**src/rtl/led_seq_ctrl.sv**
```systemverilog
// led_seq_ctrl: sequencer for the LED-pattern ROM. Walks the ROM address
// through a programmable window (up or down), one step per prescaler period
// in RUN or one step per step pulse in PAUSE, and registers the ROM output
// onto the LEDs. A decouple hold parks everything while the partition is
// reconfigured and re-primes the ROM pipeline on release.
//
// Optional build macro: LED_SEQ_PWM_EN adds a duty[3:0] input and a 4-bit
// PWM counter that dims the registered LED value.
//
// state     | meaning
// ----------+----------------------------------------------------------
// ST_IDLE   | stopped, ROM disabled, LEDs dark
// ST_PRIME  | ROM enabled for 2 cycles to fill the read pipeline
// ST_RUN    | free-running, advance on prescaler terminal count
// ST_PAUSE  | frozen prescaler, advance only on step
// ST_DECOUP | partition under reconfiguration, everything held
module led_seq_ctrl #(
  parameter int PRESCALE = 50000000,
  parameter int CNT_W    = 26
) (
  input  logic        clk,
  input  logic        rst,
  input  logic        start,
  input  logic        stop,
  input  logic        step,
  input  logic        dir,
  input  logic [11:0] addr_lo,
  input  logic [11:0] addr_hi,
  input  logic        decouple,
  input  logic [3:0]  rom_data,
`ifdef LED_SEQ_PWM_EN
  input  logic [3:0]  duty,
`endif
  output logic        rom_en,
  output logic [11:0] rom_addr,
  output logic [3:0]  led,
  output logic        tick,
  output logic        busy
);

  typedef enum logic [2:0] {
    ST_IDLE,
    ST_PRIME,
    ST_RUN,
    ST_PAUSE,
    ST_DECOUP
  } state_t;

  localparam logic [CNT_W-1:0] PRESC_LAST = CNT_W'(PRESCALE - 1);

  state_t            state_q, state_d;
  logic              saved_pause_q, saved_pause_d;  // 1: return to PAUSE, 0: RUN
  logic              prime_q, prime_d;              // second PRIME cycle
  logic [CNT_W-1:0]  presc_q, presc_d;
  logic [11:0]       addr_q, addr_d;
  logic [3:0]        led_q, led_d;
  logic              tick_q, tick_d;
  logic              advance;
  logic              win_bad;
  logic [11:0]       next_addr;
  logic [11:0]       load_addr;

  // An inverted window pins the address to addr_lo.
  assign win_bad   = addr_lo > addr_hi;
  assign load_addr = (win_bad || !dir) ? addr_lo : addr_hi;

  // Next address for one advance, wrapping inside the window and snapping
  // back to the entry bound when the current address lies outside it.
  always_comb begin
    next_addr = addr_q;
    if (win_bad) begin
      next_addr = addr_lo;
    end else if (!dir) begin
      if (addr_q < addr_lo || addr_q >= addr_hi) next_addr = addr_lo;
      else                                        next_addr = addr_q + 12'd1;
    end else begin
      if (addr_q > addr_hi || addr_q <= addr_lo) next_addr = addr_hi;
      else                                        next_addr = addr_q - 12'd1;
    end
  end

  // Next-state, prescaler, address and LED capture; decouple outranks
  // stop, which outranks start, step and the prescaler.
  always_comb begin
    state_d       = state_q;
    saved_pause_d = saved_pause_q;
    prime_d       = 1'b0;
    presc_d       = presc_q;
    led_d         = led_q;
    advance       = 1'b0;
    case (state_q)
      ST_IDLE: begin
        led_d = 4'd0;
        if (start) begin
          state_d       = ST_PRIME;
          saved_pause_d = 1'b0;
        end
      end
      ST_PRIME: begin
        if (decouple) begin
          state_d = ST_DECOUP;
        end else if (prime_q) begin
          state_d = saved_pause_q ? ST_PAUSE : ST_RUN;
          presc_d = '0;
        end else begin
          prime_d = 1'b1;
        end
      end
      ST_RUN: begin
        led_d = rom_data;
        if (decouple) begin
          state_d = ST_DECOUP;
        end else if (stop) begin
          state_d       = ST_PAUSE;
          saved_pause_d = 1'b1;
        end else if (presc_q == PRESC_LAST) begin
          advance = 1'b1;
          presc_d = '0;
        end else begin
          presc_d = presc_q + 1'b1;
        end
      end
      ST_PAUSE: begin
        led_d = rom_data;
        if (decouple) begin
          state_d = ST_DECOUP;
        end else if (stop) begin
          state_d = ST_IDLE;
        end else if (start) begin
          state_d       = ST_RUN;
          saved_pause_d = 1'b0;
          presc_d       = '0;
        end else if (step) begin
          advance = 1'b1;
        end
      end
      ST_DECOUP: begin
        if (!decouple) state_d = ST_PRIME;
      end
      default: begin
        state_d = ST_IDLE;
      end
    endcase
  end

  // Address register input: load on start from IDLE, step on advance.
  always_comb begin
    addr_d = addr_q;
    tick_d = advance;
    if (state_q == ST_IDLE && start) addr_d = load_addr;
    else if (advance)                addr_d = next_addr;
  end

  // Sequencer registers.
  always_ff @(posedge clk or posedge rst) begin
    if (rst) begin
      state_q       <= ST_IDLE;
      saved_pause_q <= 1'b0;
      prime_q       <= 1'b0;
      presc_q       <= '0;
      addr_q        <= 12'd0;
      led_q         <= 4'd0;
      tick_q        <= 1'b0;
    end else begin
      state_q       <= state_d;
      saved_pause_q <= saved_pause_d;
      prime_q       <= prime_d;
      presc_q       <= presc_d;
      addr_q        <= addr_d;
      led_q         <= led_d;
      tick_q        <= tick_d;
    end
  end

  assign rom_en   = (state_q == ST_PRIME) || (state_q == ST_RUN) || (state_q == ST_PAUSE);
  assign rom_addr = addr_q;
  assign tick     = tick_q;
  assign busy     = state_q != ST_IDLE;

`ifdef LED_SEQ_PWM_EN
  logic [3:0] pwm_q, pwm_d;

  // PWM counter runs only while the pattern is live; DECOUP freezes it.
  always_comb begin
    pwm_d = pwm_q;
    if (state_q == ST_RUN || state_q == ST_PAUSE) pwm_d = pwm_q + 4'd1;
  end

  // PWM counter register.
  always_ff @(posedge clk or posedge rst) begin
    if (rst) pwm_q <= 4'd0;
    else     pwm_q <= pwm_d;
  end

  assign led = led_q & {4{pwm_q < duty}};
`else
  assign led = led_q;
`endif

endmodule

```
**config.mk**
```make
export PLATFORM = sky130hd
export DESIGN_NAME = led_seq_ctrl
export DESIGN_NICKNAME = d
export VERILOG_FILES = /design/src/rtl/led_seq_ctrl.sv
export SDC_FILE = /design/constraint.sdc
export NUM_CORES = 1
export LEC_CHECK = 0
export ABC_AREA = 1
export CAP_MARGIN = 20
export CELL_PAD_IN_SITES_DETAIL_PLACEMENT = 1
export CELL_PAD_IN_SITES_GLOBAL_PLACEMENT = 2
export CORE_ASPECT_RATIO = 0.6
export CORE_MARGIN = 2
export CORE_UTILIZATION = 32
export CTS_BUF_LIST = sky130_fd_sc_hd__clkbuf_4
export DETAILED_ROUTE_END_ITERATION = 7
export PLACE_DENSITY_LB_ADDON = 0.3
export SKIP_CTS_REPAIR_TIMING = 1
export SYNTH_ARGS = -nofsm -noshare
export SYNTH_HDL_FRONTEND = slang
export SYNTH_SLANG_ARGS = --single-unit
```
**constraint.sdc**
```tcl
create_clock -name clk -period 2.3 [get_ports clk]
set_input_delay 0.345 -clock clk [delete_from_list [all_inputs] [get_ports clk]]
set_output_delay 0.345 -clock clk [all_outputs]
set_load 0.05 [all_outputs]
```
==> results of run 1 <==
[cell usage in the layout (no fill, tap or decap), types with 3 or more instances in the layout]
| cell type | instances |
|---|---|
| nor2_4 | 4 |
| xor2_1 | 17 |
| inv_2 | 12 |
| o21ai_0 | 32 |
| nand3_1 | 67 |
| dfrtp_1 | 38 |
| a21oi_1 | 33 |
| buf_12 | 5 |
| nand3_2 | 10 |
| nor3_2 | 3 |
| nand2_2 | 23 |
| nor2_2 | 8 |
| xnor2_1 | 5 |
| nor2_1 | 80 |
| ha_1 | 24 |
| nor3_1 | 8 |
| buf_6 | 7 |
| nor4_1 | 5 |
| buf_4 | 89 |
| clkbuf_4 | 5 |
| clkdlybuf4s50_1 | 39 |
| dfrtp_2 | 10 |
| a21oi_2 | 7 |
| ha_4 | 15 |
| nand4_1 | 21 |
| nor3_4 | 3 |
| inv_1 | 108 |
| dlymetal6s2s_1 | 13 |
| nand2_1 | 155 |
[routing by layer]
layer / vias to the layer above / routed length (um) / global-route usage, %
met5: - / 0 / 0
met4: 0 / 74 / 2.40
met3: 9 / 1120 / 4.63
met2: 164 / 7620 / 33.4
met1: 2673 / 10600 / 39.3
li1: 2674 / - / -
[registers in the layout (all words and copies together) (netlist names)]
| signal | cells |
|---|---|
| presc_q | 26 |
| rom_addr | 12 |
| led | 4 |
| state_q | 3 |
| prime_q | 1 |
| saved_pause_q | 1 |
| tick | 1 |
[worst max path at each step]
stage          slack (ns)                     start                 endpoint  cells past startpoint
3_3_place_gp        -0.43               addr_lo[11]  rom_addr[3]$_DFFE_PP0P_                     16
5_1_grt             -0.10                addr_lo[2]  rom_addr[7]$_DFFE_PP0P_                     16
4_1_cts             -0.13                addr_lo[7]  rom_addr[3]$_DFFE_PP0P_                     17
6_report           -0.008               addr_hi[11]  rom_addr[3]$_DFFE_PP0P_                     14
2_1_floorplan       0.004  rom_addr[10]$_DFFE_PP0P_  rom_addr[6]$_DFFE_PP0P_                     14
3_5_place_dp        -0.55                addr_lo[7]  rom_addr[3]$_DFFE_PP0P_                     17
[stage by stage]
stage,total power [W],hold WS [ns],utilization [%],cells,setup TNS (ns)
finish,0.00722,0.170,47.1,1080,-0.0157
global route,0.00774,0.183,47.1,1080,-0.653
detailed placement,0.00577,0.439,42.2,1056,-6.04
floorplan,0.00393,0.412,-,740,0
CTS,0.00647,0.171,42.8,1063,-1.08
global placement,0.00564,0.431,42.2,1056,-4.53
[power breakdown]
| group | internal [W] | switching (W) |
|---|---|---|
| Sequential | 0.00104 | 0.000270 |
| Clock | 0.000333 | 0.000326 |
| Combinational | 0.00205 | 0.00321 |
| Total | 0.00342 | 0.00380 |
[logic make-up after synthesis]
kind of cell	after synthesis	synth area share [%]
xor+xnor	22	4.06
simple gates	395	37.4
flops	48	25.3
buf+inv	144	12.1
compound gates	92	10.8
fa+ha+maj	39	10.3
[final cells by class]
| type | instances | area [um2] |
|---|---|---|
| Antenna cell | 1 | 2.50 |
| Clock buffer | 5 | 37.5 |
| Clock inverter | 2 | 60.1 |
| Fill cell | 1879 | 7660 |
| Inverter | 124 | 475 |
| Multi-Input combinational cell | 548 | 3360 |
| Sequential cell | 48 | 1210 |
| Tap cell | 198 | 248 |
| Timing Repair Buffer | 154 | 1410 |
==> impl_metrics.ini, run 1 <==
[worst_setup_path]
worstPathBufferInverterCount = 4
start_kind = input port
r2r_start = rom_addr[11]$_DFFE_PP0P_
critical_path.endpoint_type = register
critPathArrivalTime_ns = 2.62
path_class = in -> reg
crit_chain = clkdlybuf4s50_1 -> inv_1 -> ha_4 -> a21o_1 -> nor2_2 -> buf_4 -> nand4_1 -> nor2_2 -> buf_2 -> nand2_1 -> nand3_1 -> nand3_1 -> nand2_1 -> a21oi_2
slowest_stage = clkdlybuf4s50_1
worst-r2r-cell-count = 12
cp_top_family = simple AND/OR/NAND/NOR gates
max_stage_delay_ns = 0.45
cp.required_ns = 2.61
r2r_end = rom_addr[3]$_DFFE_PP0P_
path_max_fanout = 4
rrSetupSlack_ns = 0.01

[placement]
dp_hpwl_um = 15300
postPlaceCellArea_um2 = 6100
place_congestion = 0.904
pre_cts_slack_ns = -0.550
port_buffers = 53

[die]
ioPinCount = 54
rows = 34
core_um2 = 14500
dieWidth_um = 161
start_util_pct = 32.8
die-area_um2 = 15800
die_y_um = 98.3

[clock_tree]
clock_latency_ns = 0.39
cts_sinks = 48
cts_buffers = 5
cts.clk_slew.worst_paths_ns = 0.18
tritoncts = done
root_buffer = clkbuf_4
htree_levels = 2
ctsLongestPathBuffers = 2

[synth]
yosysTopAreaCellShare_pct = 25.3
ys_seq_area_share_pct = 25.3
async_reset_ff_share_pct = 100
ys.warnings.count = 0
yosysTopAreaCell = dfrtp_1
synthTopCellsByArea = dfrtp_1 (25%), nand2_1 (14%), ha_1 (10%), inv_1 (9.4%), nand3_1 (8.1%)
synth_common_cells = nand2_1 (176), inv_1 (119), nor2_1 (90)
syn_avg_cell_area_um2 = 6.41
ys.flop_type = dfrtp_1
syn_area_um2 = 4740
synthesis.nets = 814
ys_ff_latch = 48
yosysMostFrequentCell = nand2_1
ys_types = 40
synth_cells = 740
synth_edf_count = 0

[grt]
overflow = 0
grt_pass1_vias = 5513
grt_first_pass_wirelength_um = 30400
grt_max_degree = 40
antenna_found_initial = 1
globalRouteTotalUtil_pct = 24.2

[route]
drt_iter0_drc = 348
drtAntennaViolNets = 0
wire_per_inst_um = 17.9
wl_um = 19400
via_per_inst = 5.11
drt_pass1_iterations = 4
vias = 5520
route.detailed.drc = 0

[final_layout]
area_growth_pct = 43.5
drive_gt1_share_pct = 24.5
finalInstanceArea_um2 = 6810
nets = 955

[outcome]
violations = setup timing
status = finished, violations left

[timing]
report.final.slew_viol_count = 0
fmax_mhz = 433
timing.final.crit_share_pct = 100
worst_slack_ns = -0.00831
fin_crit_ns = 2.31
slew_headroom_pct = 64.9
finalHoldViolations = 0
worst_pin_slew_ns = 0.525
rsz0062_at_grt = true
setup_viol = 2
finClkSkew_ns = 0.0186

[min_path]
hold_class = in -> async

[pwr]
p_leak_nw = 3.45
powerDensity_nw_per_um2 = 1060
ir_drop_mv = 0.788

[flow_run]
maxCapViolCount = 0
Power figures use the tool's default switching activity.
==> run 2: changes to the inputs <==
--- a/config.mk
+++ b/config.mk
@@ -6,7 +6,6 @@
 export NUM_CORES = 1
 export LEC_CHECK = 0
 export ABC_AREA = 1
-export CAP_MARGIN = 20
 export CELL_PAD_IN_SITES_DETAIL_PLACEMENT = 1
 export CELL_PAD_IN_SITES_GLOBAL_PLACEMENT = 2
 export CORE_ASPECT_RATIO = 0.6
==> results of run 2 <==
Final layout, timing and power as in run 1 (identical DEF).
==> variant, RTL diff (config.mk and constraints of run 1) <==
`addr_q` no longer has a reset.
--- a/src/rtl/led_seq_ctrl.sv
+++ b/src/rtl/led_seq_ctrl.sv
@@ -158,7 +158,6 @@
       saved_pause_q <= 1'b0;
       prime_q       <= 1'b0;
       presc_q       <= '0;
-      addr_q        <= 12'd0;
       led_q         <= 4'd0;
       tick_q        <= 1'b0;
     end else begin
@@ -166,10 +165,13 @@
       saved_pause_q <= saved_pause_d;
       prime_q       <= prime_d;
       presc_q       <= presc_d;
-      addr_q        <= addr_d;
       led_q         <= led_d;
       tick_q        <= tick_d;
     end
+  end
+
+  always_ff @(posedge clk) begin
+    addr_q <= addr_d;
   end
 
   assign rom_en   = (state_q == ST_PRIME) || (state_q == ST_RUN) || (state_q == ST_PAUSE);
Formal check against the unedited RTL: not equivalent (a bounded check fails within 4 cycles, from zero or initial values and one cycle with rst high).
==> variant against run 1 <==
  * The run still ends with setup timing left
  * Worst setup slack lost 0.14 ns
  * Cell area grew 2.8%
  * Total power shrank 20%
  * Critical path type is now register to register
  * Area after synthesis shrank 0.92%
  * Sequential cell count is the same
  * Highest routed layer unchanged
  * Routed wire length grew 5.8%
  * Global-route usage grew 0.54 points
  * Largest power group unchanged
  * Register-to-register slack lost 0.16 ns
==> variant: results (changes against run 1) <==
status: "finished, violations left"
violations: "setup timing"
routed_wl_um: 20480  # +5.8%
crit_path_top_delay_cell: "edfxtp_1"
finalSetupViolations: 12  # +10
wl_met3_um: 1537  # +37%
cp.arrival_ns: 2.64  # +0.02 ns
insertion_delay_ns: 0.41  # +0.02 ns
ys_types: 41  # +2.5%
leakage_nw: 3.423  # -0.66%
wl_met2_um: 8629  # +13%
vdd_ir_drop_max_mv: 0.5798  # -26%
n_fill_cell: 1821  # -3.1%
nNetsFinal: 950  # -0.52%
async_flop_share_pct: 75.00  # -25 points
cpPeakStageDelay_ns: 0.58  # +0.13 ns
fin_tns_setup_ns: -0.9498  # -0.9341 ns
synth_edf_count: 12  # +12
grt_max_degree: 37  # -7.5%
place.gp.congestion: 0.9786  # +8.3%
slew_headroom_pct: 64.68  # -0.23 points
path_class: "register to register"
diodes: 0  # -1
synth_compound_area_share_pct: 10.07  # -0.70 points
regToRegStartpoint: "rom_addr[5]"
met1_usage_pct: 39.06  # -0.29 points
yosysSeqAreaShare_pct: 26.85  # +1.5 points
grt_pass1_wl_um: 30240  # -0.43%
vias: 5578  # +1.1%
wirelength_met1_um: 10210  # -3.3%
finClkSkew_ns: 0.01651  # -0.002078 ns
finalWorstSetupSlack_ns: -0.1461  # -0.1378 ns
switching_share_pct: 52.17  # -0.51 points
==> variant: cell types whose count changed after synthesis, moves of 5 or more <==
cell      before  now
inv_1        119   98
nand2_1      176  194
nor2_1        90   74
o21ai_0       34   19
dfrtp_1       48   36
edfxtp_1       0   12
o21ai_1        0    8
a21oi_1       41   34
nand4_1       21   15
nor3_1         9   15
xor2_1        17   22
==> variant: final timing paths <==
kind                       slack (ns)           to  cells past startpoint
min in group clk                 0.46       led[1]                      3
max in group asynchronous        1.57   presc_q[6]                      3
min reg2reg                      0.49      prime_q                      1
max                             -0.15  rom_addr[9]                     14
max reg2reg                     -0.15  rom_addr[9]                     14
min                              0.37         tick                      3
==> variant: power groups by stage <==
stage / logic, W / registers (W) / clock network (W)
finish: 0.00399 / 0.00124 / 0.000569
global route: 0.00432 / 0.00125 / 0.000607
CTS: 0.00329 / 0.00122 / 0.000577
detailed placement: 0.00327 / 0.00124 / 0
global placement: 0.00317 / 0.00123 / 0
floorplan: 0.00164 / 0.00151 / 0
==> variant: area by class of cell <==
class                           instances  area, µm²  area share [%]
Clock buffer                            5      37.54          0.5366
Clock inverter                          3      42.54          0.6081
Inverter                              106      402.9           5.759
Multi-Input combinational cell        551       3523           50.37
Sequential cell                        48       1261           18.03
Tap cell                              198      247.7           3.541
Timing Repair Buffer                  164       1480           21.16
==> variant: per-stage QoR <==
stage	area, µm²	utilization, %	total power (W)	hold slack (ns)	std cells
finish	6995	48.51	0.005800	0.3687	1075
global route	6995	48.51	0.006178	0.3980	1075
CTS	6218	43.12	0.005085	0.4021	1059
detailed placement	6138	42.56	0.004505	0.4656	1051
global placement	6138	42.56	0.004395	0.4653	1051
floorplan	4700	-	0.003153	0.4264	718
